**config.mk**
```make
export PLATFORM = sky130hd
export DESIGN_NAME = exec_controller_flat
export DESIGN_NICKNAME = d
export VERILOG_FILES = /design/src/rtl/exec_controller_if.sv /design/src/rtl/exec_controller.sv /design/src/flat_wrapper.sv
export SDC_FILE = /design/constraint.sdc
export NUM_CORES = 1
export LEC_CHECK = 0
export CAP_MARGIN = 20
export CORE_MARGIN = 3
export CORE_UTILIZATION = 51
export CTS_CLUSTER_SIZE = 16
export DETAILED_ROUTE_END_ITERATION = 12
export GPL_ROUTABILITY_DRIVEN = 0
export PLACE_DENSITY = 0.74
export SLEW_MARGIN = 25
export SYNTH_ARGS = -nofsm -noshare
export SYNTH_HDL_FRONTEND = slang
export SYNTH_SLANG_ARGS = --single-unit
export TNS_END_PERCENT = 100
```
**constraint.sdc**
```tcl
create_clock -name CLK -period 2 [get_ports CLK]
set_clock_uncertainty 0.05 [all_clocks]
set_input_delay 0.3 -clock CLK [delete_from_list [all_inputs] [get_ports CLK]]
set_output_delay 0.3 -clock CLK [all_outputs]
set_load 0.01 [all_outputs]
```
**src/rtl/exec_controller_if.sv**
```systemverilog
// Signal bundle between the uPC bring-up harness and exec_controller: buttons, PC/breakpoint in,
// run-control status out.
interface exec_controller_if #(
  parameter int PC_W  = 8,
  parameter int CNT_W = 16
);
  logic             btn_run;
  logic             btn_step;
  logic             btn_halt;
  logic [PC_W-1:0]  pc_count;
  logic [PC_W-1:0]  bp_addr;
  logic             bp_valid;
  logic             cpu_en;
  logic             halted;
  logic [1:0]       state;
  logic [CNT_W-1:0] instr_count;

  modport master (
    output btn_run, btn_step, btn_halt, pc_count, bp_addr, bp_valid,
    input  cpu_en, halted, state, instr_count
  );

  modport slave (
    input  btn_run, btn_step, btn_halt, pc_count, bp_addr, bp_valid,
    output cpu_en, halted, state, instr_count
  );
endinterface

```
**src/rtl/exec_controller.sv**
```systemverilog
// Run/halt/single-step sequencer producing the uPC core clock enable from debounced buttons.
// Breakpoint support is compiled in only when EXEC_CTRL_BREAKPOINT_EN is defined.
module exec_controller #(
  parameter int PC_W            = 8,
  parameter int DEBOUNCE_CYCLES = 16000,
  parameter int CNT_W           = 16
) (
  input logic               CLK,
  input logic               reset,
  exec_controller_if.slave  bus
);

  typedef enum logic [1:0] {
    S_HALT = 2'd0,
    S_RUN  = 2'd1,
    S_STEP = 2'd2,
    S_BRK  = 2'd3
  } state_t;

  localparam int            DB_W   = $clog2(DEBOUNCE_CYCLES + 1);
  localparam logic [DB_W-1:0] DB_MAX = DB_W'(DEBOUNCE_CYCLES);

  // Button index: 0 = run, 1 = step, 2 = halt.
  logic [2:0]      raw;
  logic [2:0]      sync1, sync2;
  logic [2:0]      deb, deb_d;
  logic [DB_W-1:0] db_cnt [3];
  logic [2:0]      press;
  logic            halt_p, step_p, run_p;

  state_t          state_q, state_d;
  logic            cpu_en;
  logic            active;
  logic            hit;
  logic [CNT_W-1:0] instr_q;

  assign raw = {bus.btn_halt, bus.btn_step, bus.btn_run};

  // NOTE: sequential state uses non-blocking assignments so every register samples pre-edge values.
  // NOTE: the counter array is small control state, so it is reset like any other register.
  always_ff @(posedge CLK) begin
    if (reset) begin
      sync1 <= '0;
      sync2 <= '0;
      deb   <= '0;
      deb_d <= '0;
      for (int i = 0; i < 3; i++) db_cnt[i] <= '0;
    end else begin
      sync1 <= raw;
      sync2 <= sync1;
      deb_d <= deb;
      for (int i = 0; i < 3; i++) begin
        if (!sync2[i]) begin
          db_cnt[i] <= '0;
          deb[i]    <= 1'b0;
        end else begin
          if (db_cnt[i] != DB_MAX) db_cnt[i] <= db_cnt[i] + 1'b1;
          if (db_cnt[i] == DB_MAX) deb[i] <= 1'b1;
        end
      end
    end
  end

  assign press  = deb & ~deb_d;
  assign halt_p = press[2];
  assign step_p = press[1] & ~press[2];
  assign run_p  = press[0] & ~press[1] & ~press[2];

  assign active = (state_q == S_RUN) || (state_q == S_STEP);

`ifdef EXEC_CTRL_BREAKPOINT_EN
  logic skip;

  assign hit = active & bus.bp_valid & (bus.pc_count == bus.bp_addr) & ~skip;

  // skip lets the core execute the breakpoint instruction once after leaving BRK.
  always_ff @(posedge CLK) begin
    if (reset)                                   skip <= 1'b0;
    else if (state_q == S_BRK && state_d != S_BRK) skip <= 1'b1;
    else if (cpu_en)                             skip <= 1'b0;
  end
`else
  logic unused_bp;

  assign hit       = 1'b0;
  assign unused_bp = ^{bus.bp_valid, bus.bp_addr, bus.pc_count};
`endif

  always_ff @(posedge CLK) begin
    if (reset) state_q <= S_HALT;
    else       state_q <= state_d;
  end

  // NOTE: defaults first so no path through the case leaves an output unassigned (no latches).
  always_comb begin
    state_d = state_q;
    cpu_en  = 1'b0;
    case (state_q)
      S_HALT: begin
        if (halt_p)      state_d = S_HALT;
        else if (step_p) state_d = S_STEP;
        else if (run_p)  state_d = S_RUN;
      end
      S_RUN: begin
        cpu_en = ~hit;
        if (halt_p)   state_d = S_HALT;
        else if (hit) state_d = S_BRK;
      end
      S_STEP: begin
        cpu_en  = ~hit;
        state_d = hit ? S_BRK : S_HALT;
      end
      S_BRK: begin
        if (halt_p)      state_d = S_HALT;
        else if (step_p) state_d = S_STEP;
        else if (run_p)  state_d = S_RUN;
      end
      default: state_d = S_HALT;
    endcase
  end

  always_ff @(posedge CLK) begin
    if (reset)                         instr_q <= '0;
    else if (cpu_en && instr_q != '1) instr_q <= instr_q + 1'b1;
  end

  assign bus.cpu_en      = cpu_en;
  assign bus.halted      = (state_q == S_HALT) || (state_q == S_BRK);
  assign bus.state       = state_q;
  assign bus.instr_count = instr_q;

endmodule
```
**src/flat_wrapper.sv**
```systemverilog
// flat-port wrapper written by rule: the top's interface ports become plain ports
module exec_controller_flat 
#(
  parameter int PC_W            = 8,
  parameter int DEBOUNCE_CYCLES = 16000,
  parameter int CNT_W           = 16
)
  (CLK, reset, bus_btn_run, bus_btn_step, bus_btn_halt, bus_pc_count, bus_bp_addr, bus_bp_valid, bus_cpu_en, bus_halted, bus_state, bus_instr_count);
  exec_controller_if #(.PC_W(PC_W), .CNT_W(CNT_W)) bus_i ();
  input logic CLK;
  input logic reset;
  input wire logic [$bits(bus_i.btn_run)-1:0] bus_btn_run;
  input wire logic [$bits(bus_i.btn_step)-1:0] bus_btn_step;
  input wire logic [$bits(bus_i.btn_halt)-1:0] bus_btn_halt;
  input wire logic [$bits(bus_i.pc_count)-1:0] bus_pc_count;
  input wire logic [$bits(bus_i.bp_addr)-1:0] bus_bp_addr;
  input wire logic [$bits(bus_i.bp_valid)-1:0] bus_bp_valid;
  output wire logic [$bits(bus_i.cpu_en)-1:0] bus_cpu_en;
  output wire logic [$bits(bus_i.halted)-1:0] bus_halted;
  output wire logic [$bits(bus_i.state)-1:0] bus_state;
  output wire logic [$bits(bus_i.instr_count)-1:0] bus_instr_count;
  assign bus_i.btn_run = bus_btn_run;
  assign bus_i.btn_step = bus_btn_step;
  assign bus_i.btn_halt = bus_btn_halt;
  assign bus_i.pc_count = bus_pc_count;
  assign bus_i.bp_addr = bus_bp_addr;
  assign bus_i.bp_valid = bus_bp_valid;
  assign bus_cpu_en = bus_i.cpu_en;
  assign bus_halted = bus_i.halted;
  assign bus_state = bus_i.state;
  assign bus_instr_count = bus_i.instr_count;
  exec_controller #(.PC_W(PC_W), .DEBOUNCE_CYCLES(DEBOUNCE_CYCLES), .CNT_W(CNT_W)) u_core (.CLK(CLK), .reset(reset), .bus(bus_i));
endmodule
```
Word level (Yosys, flattened, before mapping)
Memories as Yosys holds them, arrays and structs flattened.
Cells that the tools add are included.
{ "word_totals": {"wordCells": 85, "mem_count": 1, "output_inout_bits": 20, "reg_bits": 30, "ram_bits": 42, "inputBits": 22} }
{ "classes": {"muxes": 35, "bitwise_logic": 16, "n_eq_ne": 12, "add_sub_neg": 4, "reduce_logical": 9} }
{ "memory_table": {"columns": ["name", "words", "word_bits", "read_ports", "rd_clocked_by_memory_dff", "wr", "line", "rtl"], "rows": [
  ["u_core.db_cnt", 3, 14, 3, 0, 3, "exec_controller.sv:27", "logic [DB_W-1:0] db_cnt [3];"]
]} }
{ "op_table": {"columns": ["op", "n"], "rows": [
  ["$mux 14", 6],
  ["$add 14x1->14 const B", 3],
  ["$eq 14x14->1 const B", 3],
  ["$ne 14x14->1 const B", 3],
  ["$mux 1", 24],
  ["$add 16x1->16 const B", 1],
  ["$ne 16x16->1 const B", 1],
  ["$reduce_or 2->1", 5],
  ["$mux 2", 4],
  ["$or 1x1->1", 6],
  ["$pmux 2 s3", 1],
  ["$not 1->1", 5],
  ["$eq 2x2->1 const B", 2],
  ["$ne 4x1->1 const B", 1],
  ["$and 1x1->1", 3],
  ["$and 3x3->3", 1],
  ["$not 3->3", 1],
  ["$eq 2x1->1 const B", 1],
  ["$logic_not 2->1", 1],
  ["$ne 2x1->1 const B", 1],
  ["$reduce_and 2->1", 1],
  ["$logic_and 1x1->1", 1],
  ["$logic_or 1x1->1", 1]
]} }

Logic depth before layout (Yosys ltp)
{ "logic_depth": {"ltp_word": 9, "depth_mapped": 8, "depth_no_buf": 6} }

Least setup slack after synthesis
OpenSTA, ideal clock, no wires.
{ "synth_path": {"path_type": "flip-flop to flip-flop", "startpoint": "mem u_core.db_cnt[0][3] (netlist bit)", "endpoint": "mem u_core.db_cnt[0][0] (netlist bit) (enable)", "setup_time_ps": 393, "synth_period_minus_slack_ps": 2095, "slack_ps": -95, "arrival_time_ps": 1652, "t_required_ps": 1557, "stages_incl_launch_ff": 4, "path_buffers": 0, "cell_sequence": "edfxtp_1 > or4b_1 > nor4_2 > nand3b_1"} }
{ "synth_rtl": {"columns": ["item", "line"], "rows": [
  ["from (decl)", "exec_controller.sv:27"]
]} }

==> results by group <==
Worst setup path
  • CP startpoint kind: flip-flop
  • WS Path Type: flip-flop to flip-flop
  • R2r worst-path depth: 5
  • CP Data Arrival Time: 1.94 ns
  • Worst-path maximum fanout: 14
  • Worst setup EP type: flip-flop
  • CP required: 2.04 ns

Hold path
  • Type of the worst min-delay path: flip-flop to flip-flop
  • Hold depth: 1

Placed design
  • PortBufs: 24
  • Dpl ws: 0.0988 ns
  • Post-DP HPWL: 4970 um

Drt
  • WL final: 7050 um
  • Vias/cell: 5.36
  • DRT antenna net count: 0
  • DRC Markers: 0
  • DR vias: 2864
  • Drt first pass iters: 4
  • Initial DRC count: 84
  • Per-cell routed wire length: 13.2 um

Synth
  • Cell area after synthesis: 3660 um2
  • Syn nets: 393
  • Seq/Total Area, Yosys: 0.509
  • Post-synthesis async set-or-reset flop share: 0
  • Top FF cell, synth: edfxtp_1
  • Synth Area in Simple Gates: 0.277
  • Mux cell area share after synthesis: 0.00923
  • Adder-Cell Fraction of Synth Area: 0.0274
  • Yosys cell types: 47
  • Yosys top cell by area: edfxtp_1
  • Mapped Cells: 363
  • Top-area cell type share of the netlist area: 0.345
  • Ys Warns: 0
  • XOR/XNOR Fraction of Synth Area: 0.0934
  • Synth area leaders: edfxtp_1 (34%), dfxtp_1 (16%), nor2_1 (6.2%)
  • Main combinational cell family by area after synthesis: simple AND/OR/NAND/NOR gates
  • Post-synthesis register bit count: 72
  • Post-synth EDFFs: 42
  • Synth Area in Compound Gates: 0.0499
  • Post-Synthesis Mean Instance Area: 10.1 um2

Power and ir drop
  • VDD IR max: 0.000407 V
  • Leakage Power: 1.63 nW
  • Power per cell area: 604 nW/um2

Global routing
  • Largest net degree at the start of global routing: 31
  • GR Layer Usage met3: 0.0342
  • Vias in the first global route: 2711
  • Initial antenna violation count: 0
  • Grt ovf: 0
  • Gr busiest metal: met2
  • Total global-route track usage: 0.181
  • First-pass GRT wire length: 12100 um
  • GR met2 Demand/Resource: 0.300
  • Met1 Use GR: 0.224

Finish
  • Fill count: 552
  • Layout cells sized above 1: 0.169
  • Final #Nets: 463
  • Layout area overhead: 24.1%
  • Register area: 1860 um2
  • Antenna Cells: 0
  • Multi-input gate area: 1710 um2

Floorplanning
  • Die area: 8230 um2
  • Site Rows: 30
  • Num ports: 42
  • Die Ht: 90.7 um
  • Core area: 6870 um2
  • Die Width: 90.7 um
  • Initial cell density of the core: 0.533

Timing
  • Post-layout min period: 1.90 ns
  • Pin slew with the least headroom to its limit: 0.413 ns
  • Slew Limit Fails: 0
  • Post-route clock period utilization: 0.951
  • Worst slew margin: 0.724
  • Final Setup Violations: 0
  • Hold Fails Final Rpt: 0
  • Setup ws final: 0.0989 ns
  • Achievable Freq: 526 MHz
  • Setup_tns: 0 ns

Outcome
  • Status: complete, no violations

CTS
  • Clock transition at path regs: 0.08 ns
  • TritonCTS clock tree: yes
  • Clock tree buffer depth: 2
  • CTS Root Cell: clkbuf_8
  • Clock sink total: 72
  • TritonCTS buffer count: 9
  • Htree depth: 3
  • Later-pin clock latency in the skew report: 0.34 ns

Job
  • Max Cap Violations: 0
==> final timing paths <==
kind | startpoint | to | slack, ns
worst max register to register | u_core.db_cnt[1][2] | u_core.db_cnt[1][13] | 0.1
worst min register to register | u_core.sync1[1] | u_core.sync2[1] | 0.38
worst min-delay path | u_core.sync1[1] | u_core.sync2[1] | 0.38
worst max-delay path | u_core.db_cnt[1][2] | u_core.db_cnt[1][13] | 0.1
==> power by group <==
group / switching (W) / internal (W) / leakage [nW]
clock: 0.000517 / 0.000616 / 0.0949
sequential: 0.00000323 / 0.00156 / 0.761
combinational: 0.0000263 / 0.0000234 / 0.771
==> Yosys cell counts, types with 2 or more instances <==
library cell,number
or3b_1,2
dfxtp_1,30
xnor2_1,22
nor2b_1,13
and4_1,4
nand2_1,18
o31ai_1,3
nor3_1,9
edfxtp_1,42
a21oi_1,12
nor4_2,4
or3_1,6
nor3b_1,2
buf_6,3
nand3_1,18
ha_1,8
buf_2,2
nand4_1,21
and3_1,7
nand2b_1,3
xor2_1,17
mux2_2,3
o21ai_0,5
nand3b_1,2
nor4_1,6
inv_1,16
buf_1,3
nor2_1,60
or4_1,4
==> area by class of cell <==
type | instances | area share
Tap cell | 96 | 0.0265
Inverter | 16 | 0.0132
Multi-Input combinational cell | 265 | 0.377
Sequential cell | 72 | 0.410
Timing Repair Buffer | 69 | 0.131
Clock inverter | 2 | 0.00854
Clock buffer | 14 | 0.0336
==> critical path, stage by stage, from the launching register on <==
cell and delay (ns):
edfxtp_1 0.40, or4_4 0.56, nor4_4 0.26, or3b_1 0.17
buf_6 0.15, nor2_1 0.06
==> flip-flops by register name (all words and copies together), names as in the netlist <==
register	count
u_core.deb_d	3
u_core.bus.state	2
u_core.db_cnt	42
u_core.deb	3
u_core.sync2	3
u_core.sync1	3
u_core.bus.instr_count	16
==> metal layers <==
metal,vias up,share of wire
li1,1449,-
met4,0,0.016
met3,11,0.024
met1,1368,0.46
met5,-,0
met2,36,0.50
==> cells by family (layout without fill, tap and decap cells) <==
kind of cell,count (synthesis),in the layout
flops,72,72
xor+xnor,39,39
buf+inv,26,101
mux,3,3
simple gates,187,187
compound gates,28,28
fa+ha+maj,8,8
==> layout by cell type (no fill, tap or decap), types with 7 or more instances in the layout <==
cell	instances
nand2_1	18
nand3_1	18
xor2_1	17
buf_4	43
clkbuf_8	10
a21oi_1	12
edfxtp_1	42
inv_1	16
nor2_1	59
nor3_1	9
ha_1	7
clkdlybuf4s50_1	22
nor2b_1	13
nand4_1	21
and3_1	7
xnor2_1	22
dfxtp_1	29
==> metrics by stage <==
| stage | area, um2 | hold WS, ns | total power, W | std cells | utilization |
|---|---|---|---|---|---|
| 3_5_place_dp | 4280 | 0.375 | 0.00164 | 512 | 0.623 |
| 3_3_place_gp | 4280 | 0.369 | 0.00164 | 512 | 0.623 |
| 2_1_floorplan | 3680 | 0.364 | 0.00162 | 363 | - |
| 4_1_cts | 4470 | 0.397 | 0.00277 | 528 | 0.651 |
| 6_report | 4540 | 0.384 | 0.00274 | 534 | 0.661 |
| 5_1_grt | 4540 | 0.414 | 0.00284 | 534 | 0.661 |
==> timing repair <==
item | in CTS | in global routing
setup buffers | 0 | 6
gates resized for setup | 1 | 6
endpoints found under the setup margin | 1 | 21
hold buffers | 0 | 0
pin swaps | 0 | 4
Note: power is estimated with default switching activity, not from simulation.
